===== config.mk =====
export PLATFORM = sky130hd
export DESIGN_NAME = life_matrix_scanner
export DESIGN_NICKNAME = d
export VERILOG_FILES = /design/src/rtl/life_matrix_scanner.sv
export SDC_FILE = /design/constraint.sdc
export NUM_CORES = 1
export LEC_CHECK = 0
export CORE_ASPECT_RATIO = 1.25
export CORE_MARGIN = 2
export CORE_UTILIZATION = 56
export CTS_CLUSTER_SIZE = 28
export DETAILED_ROUTE_END_ITERATION = 10
export PLACE_DENSITY = 0.81
export SKIP_LAST_GASP = 1
export SYNTH_ARGS = -nofsm -noshare
export SYNTH_HDL_FRONTEND = slang
export SYNTH_SLANG_ARGS = --single-unit
export TNS_END_PERCENT = 30

===== constraint.sdc =====
create_clock -name clk -period 4.4 [get_ports clk]
set_input_delay 0.88 -clock clk [delete_from_list [all_inputs] [get_ports clk]]
set_output_delay 0.88 -clock clk [all_outputs]
set_load 0.05 [all_outputs]

===== src/rtl/life_matrix_scanner.sv =====
// Row-scans a latched 8x8 Game-of-Life grid onto an LED matrix and paces generations.
// Build option: define LED_BLANK_EN to insert dark BLANK_CYCLES clocks between rows.
module life_matrix_scanner #(
  parameter int unsigned DWELL_CYCLES   = 1000,
  parameter int unsigned FRAMES_PER_GEN = 30,
  parameter int unsigned BLANK_CYCLES   = 4
) (
  input  logic        clk,
  input  logic        reset,
  input  logic [63:0] grid,
  input  logic        grid_valid,
  output logic        grid_ready,
  input  logic        pause,
  output logic [7:0]  row_sel,
  output logic [7:0]  col_data,
  output logic        gen_tick,
  output logic        frame_done,
  output logic [6:0]  live_count
);

  if (DWELL_CYCLES < 2 || DWELL_CYCLES > 65535) begin : g_bad_dwell
    $error("DWELL_CYCLES out of range");
  end
  if (FRAMES_PER_GEN < 1 || FRAMES_PER_GEN > 255) begin : g_bad_fpg
    $error("FRAMES_PER_GEN out of range");
  end
  if (BLANK_CYCLES < 1 || BLANK_CYCLES > 255) begin : g_bad_blank
    $error("BLANK_CYCLES out of range");
  end

  typedef enum logic [1:0] {
    IDLE,
    SCAN,
    BLANK
  } state_t;

  localparam logic [15:0] DWELL_LAST = 16'(DWELL_CYCLES - 1);
  localparam logic [7:0]  GEN_LAST   = 8'(FRAMES_PER_GEN - 1);

  state_t      state;
  state_t      state_nxt;
  logic [2:0]  row_idx;
  logic [2:0]  row_nxt;
  logic [15:0] dwell_cnt;
  logic [7:0]  frame_cnt;
  logic [63:0] buffer;
  logic        dwell_last;
  logic        row_end;
  logic        boundary;
  logic        take;

  function automatic logic [6:0] popcount(input logic [63:0] g);
    logic [6:0] n;
    n = '0;
    for (int i = 0; i < 64; i++) begin
      n = n + {6'd0, g[i]};
    end
    return n;
  endfunction

  assign dwell_last = (dwell_cnt == DWELL_LAST);
  assign row_nxt    = row_idx + 3'd1;

`ifdef LED_BLANK_EN
  localparam logic [7:0] BLANK_LAST = 8'(BLANK_CYCLES - 1);
  logic [7:0] blank_cnt;
  logic       blank_last;
  assign blank_last = (state == BLANK) && (blank_cnt == BLANK_LAST);
  assign row_end    = blank_last;
`else
  assign row_end    = (state == SCAN) && dwell_last;
`endif

  assign boundary   = row_end && (row_idx == 3'd7);
  assign grid_ready = reset && ((state == IDLE) || boundary);
  assign take       = grid_valid && grid_ready;
  assign frame_done = boundary;
  assign gen_tick   = boundary && !pause && (frame_cnt == GEN_LAST);

  always_ff @(posedge clk or negedge reset) begin
    if (!reset) state <= IDLE;
    else        state <= state_nxt;
  end

  always_comb begin
    state_nxt = state;
    unique case (state)
      IDLE:  if (take) state_nxt = SCAN;
`ifdef LED_BLANK_EN
      SCAN:  if (dwell_last) state_nxt = BLANK;
      BLANK: if (blank_last) state_nxt = SCAN;
`else
      SCAN:  state_nxt = SCAN;
      BLANK: state_nxt = IDLE;
`endif
      default: state_nxt = IDLE;
    endcase
  end

  always_ff @(posedge clk or negedge reset) begin
    if (!reset) begin
      row_idx    <= '0;
      dwell_cnt  <= '0;
      frame_cnt  <= '0;
      buffer     <= '0;
      row_sel    <= '0;
      col_data   <= '0;
      live_count <= '0;
`ifdef LED_BLANK_EN
      blank_cnt  <= '0;
`endif
    end else begin
      if (state == SCAN) begin
        dwell_cnt <= dwell_last ? 16'd0 : dwell_cnt + 16'd1;
      end
`ifdef LED_BLANK_EN
      if (state == SCAN && dwell_last) begin
        blank_cnt <= '0;
        row_sel   <= '0;
        col_data  <= '0;
      end
      if (state == BLANK) begin
        blank_cnt <= blank_cnt + 8'd1;
      end
`endif
      if (row_end) begin
        row_idx  <= row_nxt;
        row_sel  <= 8'd1 << row_nxt;
        col_data <= buffer[{row_nxt, 3'b000} +: 8];
      end
      if (boundary && !pause) begin
        frame_cnt <= (frame_cnt == GEN_LAST) ? 8'd0 : frame_cnt + 8'd1;
      end
      // New grid overrides the row advance; at a boundary that lands on row 0 anyway.
      if (take) begin
        buffer     <= grid;
        live_count <= popcount(grid);
        row_idx    <= '0;
        dwell_cnt  <= '0;
        row_sel    <= 8'h01;
        col_data   <= grid[7:0];
      end
    end
  end

endmodule


# Yosys cells after proc, flatten, opt, wreduce, memory -nomap -nowiden
# Index checks and enable logic that the tools add are counted.
# totals
register_bits	116
latch_bits	0
ram_bits	0
mem_bits_ro	0
in_bits	68
output_inout_bits	26
word_cells	104
mem_count	0
# classes
addsub	66
mul	0
div_mod_pow	0
magnitude_cmp	0
n_eq_ne	5
shifts	2
mux	12
n_bitwise	0
n_reduce_logical	11
# op_table
cell	count
7-bit by 1-bit adder with 7-bit output	57
64-bit by 7-bit indexed part select with 8-bit output	1
16-bit two-way mux	3
8-bit two-way mux	5
16-bit by 1-bit adder with 16-bit output, second input constant	1
16-bit by 10-bit == test with 1-bit output, second input constant	1
8-bit by 1-bit adder with 8-bit output, second input constant	1
8-bit by 5-bit == test with 1-bit output, second input constant	1
1-bit by 3-bit left shift with 8-bit output, first input constant	1
6-bit by 1-bit adder with 7-bit output	1
5-bit by 1-bit adder with 6-bit output	1
1-bit logical AND	6
3-bit two-way mux	2
4-bit by 1-bit adder with 5-bit output	1
3-bit by 1-bit adder with 4-bit output	1
2-bit case mux with 2 select lines	1
2-bit nonzero test	2
2-bit by 1-bit adder with 3-bit output	1
3-bit by 1-bit adder with 3-bit output, second input constant	1
3-bit == test, second input constant	1
1-bit by 1-bit adder with 2-bit output	1
2-bit by 1-bit == test with 1-bit output, second input constant	1
2-bit logical NOT	1
2-bit two-way mux	1
other kinds (3)	3

# Logic depth before layout (Yosys ltp)
# Gate-level depths: netlist of run 1.
# logic_depth
depth_word	63
mapped_depth	20
ltp_nobuf	20

# Least setup slack after synthesis of run 1
# OpenSTA, ideal clock, no wires.
# synth_path
path_type	input -> register
startpoint	input port grid[35]
endpoint	register live_count[6]
setup_time_ns	0.125
t_arrival_ns	6.311
required_ns	4.275
slack_ns	-2.036
cell_stages	20
n_path_buf	0
path_cell_list	inv_1 > fa_1 > inv_1 > fa_1 > fa_1 > inv_1 > fa_1 > inv_1 > fa_1 > fa_1 > fa_1 > inv_1 > fa_1 > inv_1 > fa_1 > a21oi_1 > o21ai_0 > a21oi_1 > o21bai_1 > mux2_2
# synth_via
elab_chain_len	29
# synth_lines
element	line	rtl
start: declaration	10	input logic [63:0] grid,
7-bit by 1-bit adder with 7-bit output (29 in series)	56	n = n + {6'd0, g[i]};
end signal: assignment	137	live_count <= popcount(grid);
end: declaration	18	output logic [6:0] live_count
# Every way passes these cells.
# A chain may end at the register's enable or synchronous reset.

# Worst setup path in the final report of run 1
# layout_path
startpoint	input port grid[13]
endpoint	register live_count[6]
# layout_via
elab_chain_len	51
# layout_lines
element	line
7-bit by 1-bit adder with 7-bit output (51 in series)	56
# Every way passes these cells.

==> results.cfg, run 1 <==
[status]
status = finished, violations left
violations = setup timing

[worst_setup_path]
worstPathMaxFanout = 2
critPathArrivalTime_ns = 6.50
cp-end-kind = flop
cp-start-kind = input port
worstSetupPathType = input port to flop
required_ns = 4.70

[timing]
grt_setup_unrepaired = yes
max_freq_mhz = 161
setup_viol = 7
fin_crit_sh_pct = 141
tightestPinTransition_ns = 1.25
layout_setup_ws_ns = -1.80
slew_violations = 0
finClkSkew_ns = 0.0114
post-route-min-period_ns = 6.20
finalSetupTns_ns = -10.75
finalHoldViolCount = 0
relSlewSlack_pct = 15.4

[routing]
drt_iter0_drc = 197
wl_per_cell_um = 18.2
vias_per_cell = 5.52
drc = 0
wl_mm = 16.4
vias = 4972
first_pass_iters = 4
postRouteAntennaNets = 0

[logic_synthesis]
ys_top_cells_by_area = dfrtp_1 41%, fa_1 15%, mux2_2 10%
synth_top_area_cell = dfrtp_1
synth-xor-area-share_pct = 0.875
async_flop_share_pct = 100
synth_edf_count = 0
synth_ff_type = dfrtp_1
seq_area_frac_synth_pct = 41.1
synth_area_per_cell_um2 = 11.8
synth_compound_area_share_pct = 8.20
synthMostInstantiatedCell = dfrtp_1
syn_inst = 593
yosys.area.top_type_share_pct = 41.1
yosys.area_share.simple_pct = 6.16
muxShareOfSynthArea_pct = 16.8
synth_fp_nets = 739
ys_seq_elements = 115
ys.warnings.count = 0
synth_top_family_by_area = adder cells
syn_area_um2 = 7010
synth-adder-area-share_pct = 19.7
synth_cell_types = 43
ys_top_cells_by_count = 115 x dfrtp_1, 108 x inv_1, 65 x mux2_2, 54 x fa_1, 41 x nand2_1

[layout]
drive_gt1_share_pct = 29.1
layout.cells.non_filler = 900
regArea_um2 = 2880
nets = 870
fill_cells = 831
finish.utilization_pct = 73.8
multi_input_area_um2 = 3690
syn2layout_area_growth_pct = 28.1
antennaDiodeCount = 0

[floorplan]
dieWidth_um = 104
core_area_um2 = 12200
io_pins = 94
die_area_um2 = 13400
initial_core_util_pct = 57.6
rows = 45
die_h_um = 129

[pwr]
internal_power_mw = 5.04
power.switching_mw = 3.58
p_seq_share_pct = 16.2
swShare_pct = 41.6
ir_drop_uv = 1100
power_density_nw_per_um2 = 961
p_comb_share_pct = 67.5
p_leak_nw = 4.16
clkPwrFrac_pct = 16.4

[clock_network]
hold_buffers = 0
root_buffer = clkbuf_16
clkSlewWorstSetupHoldPaths_ns = 0.05
cts_sinks = 115
h-tree-depth = 4
cts_tree = built
ctsLongestPathBuffers = 2
clkLatencyLatePin_ns = 0.42
cts_made_buffers = 17

[global_routing]
grt_pass1_vias = 5428
grt_start_max_net_pins = 61
grt_overflow = 0
antenna_found_initial = 0
grt_use_total_pct = 26.7
grt_pass1_wl_mm = 27.3

[placement]
dp_cells = 869
portBuffers = 93
dp_hpwl_mm = 12.3
gp_congestion = 0.877
place_ws_ns = -2.66

[hold_path]
hp-class = flop to flop

[job]
drv_cap = 0
-- metrics by stage --
step	power [mW]	instance area (µm²)	hold WS (ns)
6_report	8.62	8970	0.484
5_1_grt	9.56	8970	0.508
4_1_cts	8.47	8980	0.487
3_5_place_dp	6.91	8420	0.475
3_3_place_gp	6.68	8420	0.451
2_1_floorplan	5.21	7050	0.437
-- sequential cells by signal (all words and copies together), names as in the netlist --
register and count:
col_data 8, row_idx 3, frame_cnt 8, state 1, dwell_cnt 16, row_sel 8
buffer 64, live_count 7
-- power by group through the flow --
stage	clock network (mW)	logic (mW)	registers, mW
6_report	1.41	5.81	1.39
2_1_floorplan	0	3.68	1.52
3_5_place_dp	0	5.50	1.41
5_1_grt	1.48	6.66	1.42
4_1_cts	1.43	5.65	1.39
3_3_place_gp	0	5.28	1.40
-- critical path, stage by stage --
cell	delay, ns
clkdlybuf4s15_1	0.24
inv_2	0.06
fa_1	0.53
fa_1	0.43
fa_1	0.55
fa_1	0.47
fa_2	0.62
fa_1	0.44
fa_1	0.46
fa_1	0.51
inv_2	0.05
ha_4	0.16
fa_2	0.39
a21oi_2	0.16
o21ai_2	0.09
a21oi_2	0.13
o21bai_1	0.07
mux2_4	0.25
-- per-layer routing --
metal / routed length [µm] / global-route usage (%)
met5: 0 / 0
met4: 425 / 10.6
met3: 631 / 6.14
met2: 9080 / 49.4
met1: 6230 / 30.2
-- worst paths after layout --
path	from	end	slack [ns]	depth (start not counted)
max in group asynchronous	reset	buffer[16]	3.25	2
min in group asynchronous	reset	dwell_cnt[14]	0.63	2
hold reg to reg	buffer[41]	buffer[41]	0.48	1
setup / recovery	grid[13]	live_count[6]	-1.80	18
hold / removal	buffer[41]	buffer[41]	0.48	1
setup reg to reg	dwell_cnt[12]	buffer[39]	1.21	6
-- logic make-up after synthesis --
| group | Yosys count |
|---|---|
| AO/OA/AOI/OAI | 87 |
| flip-flops | 115 |
| XOR/XNOR | 7 |
| buffers and inverters | 130 |
| multiplexers | 89 |
| adder cells (fa/ha/maj) | 78 |
| AND/OR/NAND/NOR | 87 |
-- timing repair --
| item | 4_1_cts | 5_1_grt |
|---|---|---|
| pin swaps | 37 | 41 |
| setup endpoints to repair | 7 | 7 |
| resized for setup | 104 | 35 |
| buffers inserted | 0 | 0 |
-- cells in the final DEF (no fill, tap or decap), types with 3 or more instances in the layout --
master           count
a21oi_1             13
a21oi_2              3
a221o_1              7
a22o_1               8
a31oi_1              5
a41oi_1              3
and2_1               3
and3_1               4
buf_2               10
buf_4               39
bufinv_16            3
clkbuf_1             3
clkbuf_16           17
clkbuf_2             9
clkbuf_8             3
clkdlybuf4s15_1      6
clkdlybuf4s15_2      3
clkdlybuf4s50_1     59
clkinvlp_4           3
dfrtp_1            115
fa_1                51
fa_2                 3
ha_1                22
inv_1               82
inv_2               24
mux2_1               6
mux2_2              63
mux4_2              16
nand2_1             41
nand3_1              9
nand4_1              5
nor2_1               9
nor2b_1              6
o21ai_0             31
o31ai_1              6
xor2_1               6
-- layout make-up --
type                            count  area share (%)
Inverter                          109            4.67
Clock buffer                       23            5.33
Timing Repair Buffer              133            13.1
Tap cell                          164            2.29
Sequential cell                   115            32.1
Multi-Input combinational cell    348            41.1
Clock inverter                      8            1.41
No activity file was read; power rests on OpenSTA's default activity.
==> inputs of run 2 (changes only) <==
- SKIP_CTS_REPAIR_TIMING: not set -> 1
==> results.cfg, run 2 (synthesis gave the netlist of run 1 again) <==
[status]
status = finished, violations left
violations = setup timing

[pwr]
p_leak_nw = 4.35
ir_drop_uv = 1050
power_density_nw_per_um2 = 927

[global_routing]
grt_use_total_pct = 26.6
antenna_found_initial = 0
grt_start_max_net_pins = 61
grt_overflow = 0
grt_pass1_vias = 5443
grt_pass1_wl_mm = 27.2

[routing]
drc = 0
vias_per_cell = 5.52
postRouteAntennaNets = 0
vias = 4971
drt_iter0_drc = 256
wl_per_cell_um = 18.5
first_pass_iters = 5
wl_mm = 16.6

[layout]
regArea_um2 = 2880
regMostFlops = buffer
largest_reg_flops = 64
multi_input_area_um2 = 3670
final_common_cell = dfrtp_1
layout.cells.non_filler = 900
syn2layout_area_growth_pct = 29.3
drive_gt1_share_pct = 25.8
antennaDiodeCount = 0
layout_common_cells = 115 x dfrtp_1, 89 x inv_1, 63 x mux2_2
fill_cells = 810
top_regs = buffer x64, dwell_cnt x16
nets = 870

[placement]
gp_congestion = 0.877
dp_hpwl_mm = 12.3
dp_cells = 869
portBuffers = 93
place_ws_ns = -2.66

[clock_network]
cts_sinks = 115
cts_tree = built
root_buffer = clkbuf_16
clkSlewWorstSetupHoldPaths_ns = 0.05
h-tree-depth = 4
ctsLongestPathBuffers = 2
clkLatencyLatePin_ns = 0.42
cts_made_buffers = 17

[timing]
slew_violations = 0
relSlewSlack_pct = 15.9
setup_viol = 7
finalHoldViolCount = 0
tightestPinTransition_ns = 1.25
max_freq_mhz = 159
grt_setup_unrepaired = yes
finClkSkew_ns = 0.00968
fin_crit_sh_pct = 143
fin_hold_ws_ns = 0.486
post-route-min-period_ns = 6.31
layout_setup_ws_ns = -1.91

[floorplan]
die_area_um2 = 13400
initial_core_util_pct = 57.6
rows = 45
dieWidth_um = 104
core_area_um2 = 12200
io_pins = 94
die_h_um = 129

[worst_setup_path]
cp-start-kind = input port
worstSetupPathType = input port to flop
cp-end-kind = flop
critPathArrivalTime_ns = 6.61
required_ns = 4.70
worstPathMaxFanout = 2

[hold_path]
hp-class = flop to flop

[job]
drv_cap = 0
## run 2: cell count changes in the layout (fill, tap and decap cells not counted), moves of 2 or more
cell	before	now
inv_2	24	17
buf_2	10	0
clkdlybuf4s15_1	6	0
dlymetal6s2s_1	0	21
clkdlybuf4s15_2	3	0
inv_1	82	89
buf_6	2	4
clkbuf_2	9	7
## run 2: stage by stage
stage | power, mW | TNS (ns) | utilization (%) | instance area [µm²]
global placement | 6.68 | -16.36 | 69.2 | 8420
CTS | 8.46 | -14.46 | 74.2 | 9030
detailed placement | 6.91 | -17.06 | 69.2 | 8420
floorplan | 5.21 | -11.06 | - | 7050
finish | 8.40 | -11.50 | 74.5 | 9060
global route | 9.34 | -12.38 | 74.5 | 9060
## run 2: critical path, stage by stage
cell and delay (ns):
buf_8 0.08, inv_4 0.03, fa_1 0.56, inv_2 0.05, fa_2 0.52, inv_2 0.04
fa_1 0.55, fa_1 0.48, fa_1 0.60, fa_1 0.46, fa_1 0.49, fa_1 0.54
inv_2 0.05, ha_4 0.16, fa_2 0.37, a21oi_2 0.18, o21ai_2 0.09, a21oi_1 0.13
o21bai_1 0.09, mux2_4 0.25
## run 2: report_power, final
part           leakage, nW  internal (mW)  total, mW  switching [mW]
logic                 2.60           2.73       5.59            2.86
clock network        0.285          0.931       1.41           0.483
registers             1.47           1.25       1.39           0.141
## run 2: cell type report
cell class | count | area share, %
clock buffer | 23 | 5.28
clock inverter | 8 | 1.39
inverter | 109 | 4.63
multi-input combinational | 348 | 40.5
sequential | 115 | 31.8
tap | 164 | 2.26
timing repair buffer | 133 | 14.1
## run 2: path summary, 6_finish.rpt
kind / from / endpoint / slack, ns / cells past startpoint
worst max-delay path: grid[37] / live_count[6] / -1.91 / 20
worst min-delay path: buffer[41] / buffer[41] / 0.49 / 1
worst max register to register: dwell_cnt[12] / buffer[45] / 1.20 / 6
worst min register to register: buffer[41] / buffer[41] / 0.49 / 1
max in group asynchronous: reset / col_data[1] / 3.24 / 2
min in group asynchronous: reset / dwell_cnt[14] / 0.63 / 2
## run 2: metal layers
metal	vias to the layer above	wire (µm)	track usage (%)
met3	29	675	6.14
met1	2554	6270	30.2
met5	-	0	0
met2	135	9280	49.0
met4	0	399	10.7
li1	2253	-	-
==> inputs of run 3 (changes only) <==
- clock period: 4.4 -> 6.61 ns (I/O delays scaled with it)
==> results.cfg, run 3 (synthesis gave the netlist of run 1 again) <==
[routing]
postRouteAntennaNets = 0
vias_per_cell = 5.66
first_pass_iters = 7
drt_iter0_drc = 277
wl_mm = 17.6
wl_per_cell_um = 19.8
drc = 0
vias = 5019

[floorplan]
die_h_um = 129
rows = 45
core_area_um2 = 12200
die_area_um2 = 13400
io_pins = 94
dieWidth_um = 104
initial_core_util_pct = 57.6

[timing]
fin_crit_sh_pct = 101
relSlewSlack_pct = 35.2
setup_viol = 4
tightestPinTransition_ns = 0.969
slew_violations = 0
finClkSkew_ns = 0.00917
finalHoldViolCount = 0
layout_setup_ws_ns = -0.0947
finalSetupTns_ns = -0.259
fin_hold_ws_ns = 0.474
grt_setup_unrepaired = yes
max_freq_mhz = 149
post-route-min-period_ns = 6.70

[layout]
drive_gt1_share_pct = 24.2
syn2layout_area_growth_pct = 28.2
antennaDiodeCount = 0
regArea_um2 = 2880
final_common_cell = dfrtp_1
nets = 859
final_area_um2 = 8980
fill_cells = 786
layout_common_cells = 115 x dfrtp_1, 93 x inv_1, 64 x mux2_2
largest_reg_flops = 64
regMostFlops = buffer
top_regs = buffer x64, dwell_cnt x16
multi_input_area_um2 = 3690

[clock_network]
clkLatencyLatePin_ns = 0.42
clkSlewWorstSetupHoldPaths_ns = 0.05
root_buffer = clkbuf_16
cts_made_buffers = 17
cts_sinks = 115
ctsLongestPathBuffers = 2
h-tree-depth = 4
cts_tree = built

[pwr]
ir_drop_uv = 957
p_seq_share_pct = 16.7
power_density_nw_per_um2 = 621
p_leak_nw = 4.33
internal_power_mw = 3.28
clkPwrFrac_pct = 16.8
swShare_pct = 41.2
power.switching_mw = 2.30
p_comb_share_pct = 66.5

[placement]
placed_area_um2 = 8280
portBuffers = 93
dp_hpwl_mm = 12.1
gp_congestion = 0.869

[worst_setup_path]
worstPathMaxFanout = 2
worstSetupPathType = input port to flop
critPathArrivalTime_ns = 7.01
cp-start-kind = input port
worst_r2r_path_depth = 6
cp-end-kind = flop
required_ns = 6.91

[global_routing]
grt_use_total_pct = 27.2
grt_start_max_net_pins = 72
grt_overflow = 0
grt_pass1_vias = 5419
antenna_found_initial = 0
grt_pass1_wl_mm = 27.7

[hold_path]
hp-class = flop to flop
worst_hold_path.num_cells = 1

[status]
violations = setup timing
status = finished, violations left

[job]
drv_cap = 0
## run 3: area by class of cell
class                      count  area share (%)
inverter                     109            4.58
tap                          164            2.29
sequential                   115            32.1
multi-input combinational    348            41.1
clock buffer                  25            5.52
timing repair buffer         122            13.4
clock inverter                 4            1.09
## run 3: power groups by stage
| stage | sequential (mW) | clock [mW] | combinational, mW |
|---|---|---|---|
| 2_1_floorplan | 1.01 | 0 | 2.35 |
| 3_3_place_gp | 0.928 | 0 | 3.37 |
| 6_report | 0.933 | 0.937 | 3.71 |
| 4_1_cts | 0.930 | 0.942 | 3.57 |
| 3_5_place_dp | 0.937 | 0 | 3.48 |
| 5_1_grt | 0.947 | 0.976 | 4.18 |
## run 3: path summary, 6_finish.rpt
check                               from            end  slack, ns
max                             grid[29]  live_count[6]      -0.09
min                         frame_cnt[4]   frame_cnt[4]       0.47
max reg2reg                dwell_cnt[12]     buffer[24]       2.74
min reg2reg                 frame_cnt[4]   frame_cnt[4]       0.47
max in group asynchronous          reset     buffer[12]       4.32
min in group asynchronous          reset   frame_cnt[3]       0.91
## run 3: stage by stage
stage / instances / setup WS (ns) / util, % / power, mW
2_1_floorplan: 593 / -0.0621 / - / 3.37
3_3_place_gp: 857 / -0.717 / 68.1 / 4.29
3_5_place_dp: 857 / -0.773 / 68.1 / 4.42
4_1_cts: 886 / -0.426 / 73.0 / 5.44
5_1_grt: 887 / -0.315 / 73.8 / 6.10
6_report: 887 / -0.0947 / 73.8 / 5.58
## run 3: layer usage
layer | track usage [%] | share of wire, % | vias up
met5 | 0 | 0 | -
met4 | 12.7 | 3.8 | 0
met3 | 5.48 | 4.3 | 49
met2 | 49.4 | 55 | 172
met1 | 31.1 | 37 | 2566
li1 | - | - | 2232
## run 3: worst max-delay path, stage by stage
cell and delay, ns:
dlymetal6s2s_1 0.15, fa_1 0.55, inv_1 0.09, fa_1 0.52
fa_2 0.57, fa_1 0.45, fa_1 0.57, fa_1 0.45
fa_1 0.49, fa_1 0.55, inv_2 0.05, ha_4 0.16
fa_2 0.37, a21oi_2 0.16, o21ai_2 0.08, a21oi_1 0.12
o21bai_1 0.09, mux2_4 0.26
